<file path="src/rtl/flag_branch_unit_if.sv">
// Bundle of flag-write, branch-decode and redirect signals between the pipeline
// and the flag/branch unit. clk and reset travel as plain ports.
interface flag_branch_unit_if #(
  parameter int DATA_WIDTH = 64,
  parameter int CNT_WIDTH  = 16
);
  logic                  ex_set_flags;
  logic [3:0]            ex_flags;
  logic                  id_valid;
  logic [1:0]            id_br_type;
  logic [3:0]            id_cond;
  logic [DATA_WIDTH-1:0] id_reg_data;
  logic [3:0]            flags_q;
  logic                  redirect;
  logic                  flush_id;
  logic [CNT_WIDTH-1:0]  taken_count;

  modport master (
    output ex_set_flags, ex_flags, id_valid, id_br_type, id_cond, id_reg_data,
    input  flags_q, redirect, flush_id, taken_count
  );

  modport slave (
    input  ex_set_flags, ex_flags, id_valid, id_br_type, id_cond, id_reg_data,
    output flags_q, redirect, flush_id, taken_count
  );
endinterface

</file>
<file path="src/rtl/flag_branch_unit.sv">
// NZCV flag register with EX->ID forwarding, ID-stage resolution of B/CBZ/B.cond,
// registered redirect/flush pulse with one-cycle wrong-path squash, taken counter.
module flag_branch_unit #(
  parameter int DATA_WIDTH = 64,
  parameter int CNT_WIDTH  = 16
) (
  input logic              clk,
  input logic              reset,
  flag_branch_unit_if.slave bus
);

  typedef enum logic [0:0] {NORMAL = 1'b0, SQUASH = 1'b1} state_t;

  localparam logic [1:0] BR_B    = 2'b01;
  localparam logic [1:0] BR_CBZ  = 2'b10;
  localparam logic [1:0] BR_COND = 2'b11;

  state_t               state_q, state_d;
  logic [3:0]           flags_q, flags_d;
  logic                 redirect_q, redirect_d;
  logic                 flush_q, flush_d;
  logic [CNT_WIDTH-1:0] count_q, count_d;

  logic [3:0] eff_flags_s;
  logic       cbz_hit_s;
  logic       cond_true_s;
  logic       take_s;

  // Odd codes invert the even base condition; codes E and F are always true.
  function automatic logic cond_eval(input logic [3:0] cond, input logic [3:0] f);
    logic n, z, c, v, base;
    n = f[3];
    z = f[2];
    c = f[1];
    v = f[0];
    case (cond[3:1])
      3'd0:    base = z;
      3'd1:    base = c;
      3'd2:    base = n;
      3'd3:    base = v;
      3'd4:    base = c & ~z;
      3'd5:    base = (n == v);
      3'd6:    base = ~z & (n == v);
      default: base = 1'b1;
    endcase
    if (cond[3:1] == 3'd7) begin
      return 1'b1;
    end else begin
      return cond[0] ? ~base : base;
    end
  endfunction

  // Branch resolution and next-state logic.
  always_comb begin
    eff_flags_s = bus.ex_set_flags ? bus.ex_flags : flags_q;
    cbz_hit_s   = (bus.id_reg_data == {DATA_WIDTH{1'b0}});
    cond_true_s = cond_eval(bus.id_cond, eff_flags_s);
    take_s      = 1'b0;
    state_d     = state_q;
    flags_d     = flags_q;
    redirect_d  = 1'b0;
    flush_d     = 1'b0;
    count_d     = count_q;

    if (bus.ex_set_flags) begin
      flags_d = bus.ex_flags;
    end else begin
      flags_d = flags_q;
    end

    case (state_q)
      NORMAL: begin
        if (bus.id_valid) begin
          case (bus.id_br_type)
            BR_B:    take_s = 1'b1;
            BR_CBZ:  take_s = cbz_hit_s;
            BR_COND: take_s = cond_true_s;
            default: take_s = 1'b0;
          endcase
        end else begin
          take_s = 1'b0;
        end
        if (take_s) begin
          state_d    = SQUASH;
          redirect_d = 1'b1;
          flush_d    = 1'b1;
          count_d    = count_q + {{(CNT_WIDTH-1){1'b0}}, 1'b1};
        end else begin
          state_d = NORMAL;
        end
      end
      SQUASH:  state_d = NORMAL;
      default: state_d = NORMAL;
    endcase
  end

  // State and output registers.
  always_ff @(posedge clk) begin
    if (reset) begin
      state_q    <= NORMAL;
      flags_q    <= 4'b0000;
      redirect_q <= 1'b0;
      flush_q    <= 1'b0;
      count_q    <= {CNT_WIDTH{1'b0}};
    end else begin
      state_q    <= state_d;
      flags_q    <= flags_d;
      redirect_q <= redirect_d;
      flush_q    <= flush_d;
      count_q    <= count_d;
    end
  end

  assign bus.flags_q     = flags_q;
  assign bus.redirect    = redirect_q;
  assign bus.flush_id    = flush_q;
  assign bus.taken_count = count_q;

endmodule

</file>
<file path="src/flat_wrapper.sv">
// flat-port wrapper written by rule: the top's interface ports become plain ports
module flag_branch_unit_flat 
#(
  parameter int DATA_WIDTH = 64,
  parameter int CNT_WIDTH  = 16
)
  (clk, reset, bus_ex_set_flags, bus_ex_flags, bus_id_valid, bus_id_br_type, bus_id_cond, bus_id_reg_data, bus_flags_q, bus_redirect, bus_flush_id, bus_taken_count);
  flag_branch_unit_if #(.DATA_WIDTH(DATA_WIDTH), .CNT_WIDTH(CNT_WIDTH)) bus_i ();
  input logic clk;
  input logic reset;
  input wire logic [$bits(bus_i.ex_set_flags)-1:0] bus_ex_set_flags;
  input wire logic [$bits(bus_i.ex_flags)-1:0] bus_ex_flags;
  input wire logic [$bits(bus_i.id_valid)-1:0] bus_id_valid;
  input wire logic [$bits(bus_i.id_br_type)-1:0] bus_id_br_type;
  input wire logic [$bits(bus_i.id_cond)-1:0] bus_id_cond;
  input wire logic [$bits(bus_i.id_reg_data)-1:0] bus_id_reg_data;
  output wire logic [$bits(bus_i.flags_q)-1:0] bus_flags_q;
  output wire logic [$bits(bus_i.redirect)-1:0] bus_redirect;
  output wire logic [$bits(bus_i.flush_id)-1:0] bus_flush_id;
  output wire logic [$bits(bus_i.taken_count)-1:0] bus_taken_count;
  assign bus_i.ex_set_flags = bus_ex_set_flags;
  assign bus_i.ex_flags = bus_ex_flags;
  assign bus_i.id_valid = bus_id_valid;
  assign bus_i.id_br_type = bus_id_br_type;
  assign bus_i.id_cond = bus_id_cond;
  assign bus_i.id_reg_data = bus_id_reg_data;
  assign bus_flags_q = bus_i.flags_q;
  assign bus_redirect = bus_i.redirect;
  assign bus_flush_id = bus_i.flush_id;
  assign bus_taken_count = bus_i.taken_count;
  flag_branch_unit #(.DATA_WIDTH(DATA_WIDTH), .CNT_WIDTH(CNT_WIDTH)) u_core (.clk(clk), .reset(reset), .bus(bus_i));
endmodule
</file>
<file path="config.mk">
export PLATFORM = sky130hd
export DESIGN_NAME = flag_branch_unit_flat
export DESIGN_NICKNAME = d
export VERILOG_FILES = /design/src/rtl/flag_branch_unit_if.sv /design/src/rtl/flag_branch_unit.sv /design/src/flat_wrapper.sv
export SDC_FILE = /design/constraint.sdc
export NUM_CORES = 1
export LEC_CHECK = 0
export ABC_AREA = 1
export CORE_MARGIN = 10
export CORE_UTILIZATION = 30
export DETAILED_ROUTE_END_ITERATION = 10
export GPL_TIMING_DRIVEN = 0
export PLACE_DENSITY_LB_ADDON = 0.12
export SKIP_LAST_GASP = 1
export SLEW_MARGIN = 5
export SYNTH_ARGS = -nofsm -noshare
export SYNTH_HDL_FRONTEND = slang
export SYNTH_SLANG_ARGS = --single-unit
</file>
<file path="constraint.sdc">
create_clock -name clk -period 1.9 [get_ports clk]
set_clock_uncertainty 0.2 [all_clocks]
set_input_delay 0.38 -clock clk [delete_from_list [all_inputs] [get_ports clk]]
set_output_delay 0.38 -clock clk [all_outputs]
set_load 0.02 [all_outputs]
</file>
==> impl_metrics.json <==
{
  "worstMarginPinSlew_ps": 633.5,
  "syn-instance-count": 261,
  "holdWs_ps": 298.3,
  "drc_errors": 0,
  "critical_path.max_stage_delay_ps": 630,
  "layout.nets": 463,
  "top_level_ports": 100,
  "cts_max_level": 1,
  "gp_congestion": 0.8319,
  "vdd_drop_max_mv": 0.2719,
  "cp.required_ps": 1320,
  "postSynthAreaPerCell_um2": 5.901,
  "grt_antenna_before_repair": 0,
  "numClockSinks": 21,
  "diodes": 0,
  "r2r_end": "u_core.bus.taken_count[12]",
  "avgRoutedWirePerCell_um": 14.02,
  "slew_viol_final": 0,
  "cp-end-kind": "output pin",
  "synth_nets": 340,
  "dr.first_iter.drc_count": 37,
  "overflow": 0,
  "die_w_um": 91.65,
  "num_vias": 2053,
  "setup_ws_ps": 35.75,
  "max-slew-margin-rel": 0.5777,
  "maxCapViolCount": 0,
  "hold_viol": 0,
  "rsz0062_at_grt": "true",
  "root_buffer": "clkbuf_8",
  "period_share": 0.9812,
  "synth_warnings": 0,
  "layout_common_cells": "nand2_1, nor2_1, clkbuf_2",
  "viasPerCell": 4.532,
  "crit_type": "flip-flop to output pin",
  "routed_wl_mm": 6.350,
  "ant_nets": 0,
  "cp.depth": 1,
  "pre_cts_slack_ps": -661.4,
  "fin_cells": 453,
  "mostFrequentLayoutCell": "nand2_1",
  "post-route-min-period_ps": 1864,
  "path_cells": "clkdlybuf4s50_1",
  "power_uw": 1097,
  "cts_buffers": 3,
  "synth_top_cell_by_area": "dfxtp_1",
  "hold_path.class": "flip-flop to flip-flop",
  "cpLargestDelayFamily": "buffers and inverters",
  "netlist.area_leader.share": 0.2729,
  "syn_area_um2": 1540,
  "area_growth_pct": 84.89,
  "core_um2": 5042,
  "rows": 26,
  "firstDrtPassIters": 4,
  "grtUsageTotal": 0.1415,
  "grt_pass1_vias": 1986,
  "cp_max_fo": 2,
  "fmax_ghz": 0.5364,
  "synth_area_leaders": "dfxtp_1, nand2_1, nor2_1",
  "cp_data_arrival_time_ps": 1280,
  "seq_area_frac_synth": 0.2729,
  "io_buffers": 98,
  "p_leak_uw": 0.001398,
  "crit_end": "bus_flags_q[2]",
  "cts_tree": "yes",
  "dp_hpwl_mm": 4.908,
  "cp_slowest_cell": "clkdlybuf4s50_1",
  "die_area_um2": 8400,
  "setup_viol_count_final": 0,
  "rr_worst_depth": 15,
  "crit_buf_inv": 1,
  "ys_types": 24,
  "grt_pass1_wl_mm": 9.887,
  "power_density_nw_per_um2": 385.3,
  "worst-r2r-setup-slack_ps": 130,
  "grt_max_degree": 12,
  "startpoint": "u_core.bus.flags_q[2]",
  "cts.clk_slew.worst_paths_ps": 70,
  "final_util": 0.5648,
  "initial_core_util": 0.3055,
  "run_status": "complete, no violations",
  "die_y_um": 91.65,
  "ctsHoldBuffers": 0,
  "start_kind": "flip-flop",
  "dp.cells": 429,
  "final_layout_size_suffix_gt1_frac": 0.3264,
  "clk_path_buf_depth": 2,
  "clkLatencyLatePin_ps": 260,
  "ys_seq_elements": 21,
  "rr_startpoint": "u_core.bus.flags_q[0]"
}
## sequential cells by signal, indices dropped and copies added (netlist names)
| name | cells |
|---|---|
| u_core.bus.taken_count | 16 |
| u_core.bus.flags_q | 4 |
| u_core.bus.redirect | 1 |
## area by class of cell
class	count	area [um2]
flip-flops and latches	21	434.2
clock buffers	4	45.04
plain buffers	5	41.29
inverters	22	85.08
well taps	70	87.58
repair buffers	119	996.0
fillers	535	2195
multi-input cells	212	1159
## synthesized netlist by cell type (all sizes together)
library cell  count
nor4              1
or2               1
nor3              2
nand3b            2
xnor2             5
clkbuf            2
inv              22
dfxtp            21
nand3            28
buf               4
nand2            81
ha                1
nand4             2
xor2              8
a21oi            16
nor2             64
o211ai            1
## cell families (layout without fill, tap and decap cells)
family / count (synthesis) / after routing / share of synthesized area
AND/OR/NAND/NOR: 181 / 181 / 0.5028
adder cells (fa/ha/maj): 1 / 1 / 0.008122
AO/OA/AOI/OAI: 17 / 17 / 0.05930
buffers and inverters: 28 / 150 / 0.08286
flip-flops: 21 / 21 / 0.2729
XOR/XNOR: 13 / 13 / 0.07392
## how the worst min path moves through the flow
| stage | from | endpoint | depth (start not counted) |
|---|---|---|---|
| final | u_core.bus.taken_count[15] | u_core.bus.taken_count[15] | 2 |
| after global placement | u_core.bus.taken_count[15] | u_core.bus.taken_count[15] | 2 |
| after global routing | u_core.bus.taken_count[3] | u_core.bus.taken_count[3] | 2 |
| after detailed placement | u_core.bus.taken_count[15] | u_core.bus.taken_count[15] | 2 |
| after floorplan | u_core.bus.taken_count[15] | u_core.bus.taken_count[15] | 2 |
| after CTS | u_core.bus.taken_count[15] | u_core.bus.taken_count[15] | 2 |
## timing repair
| item | in CTS | in global routing |
|---|---|---|
| gates cloned | 2 | 0 |
| endpoints found under the setup margin | 30 | 20 |
| setup buffers | 17 | 2 |
| resized for setup | 103 | 155 |
| pin swaps | 34 | 73 |
## power by group
part,internal [uW],switching (uW)
sequential,449,10.3
clock,150,143
combinational,193,152
total,792,305
## per-stage QoR
stage	instance area [um2]	TNS [ps]
6_report	2848	0
5_1_grt	2848	-100.7
4_1_cts	2775	-11.90
3_5_place_dp	2609	-10180
3_3_place_gp	2609	-9566
2_1_floorplan	1540	0
## routing by layer
layer,vias up,routed length [um],track usage
met1,901,2898,0.1735
met5,-,0,0
met2,82,2878,0.2364
li1,1062,-,-
met4,0,70,0.03525
met3,8,503,0.04156
No activity file was read; power rests on OpenSTA's default activity.
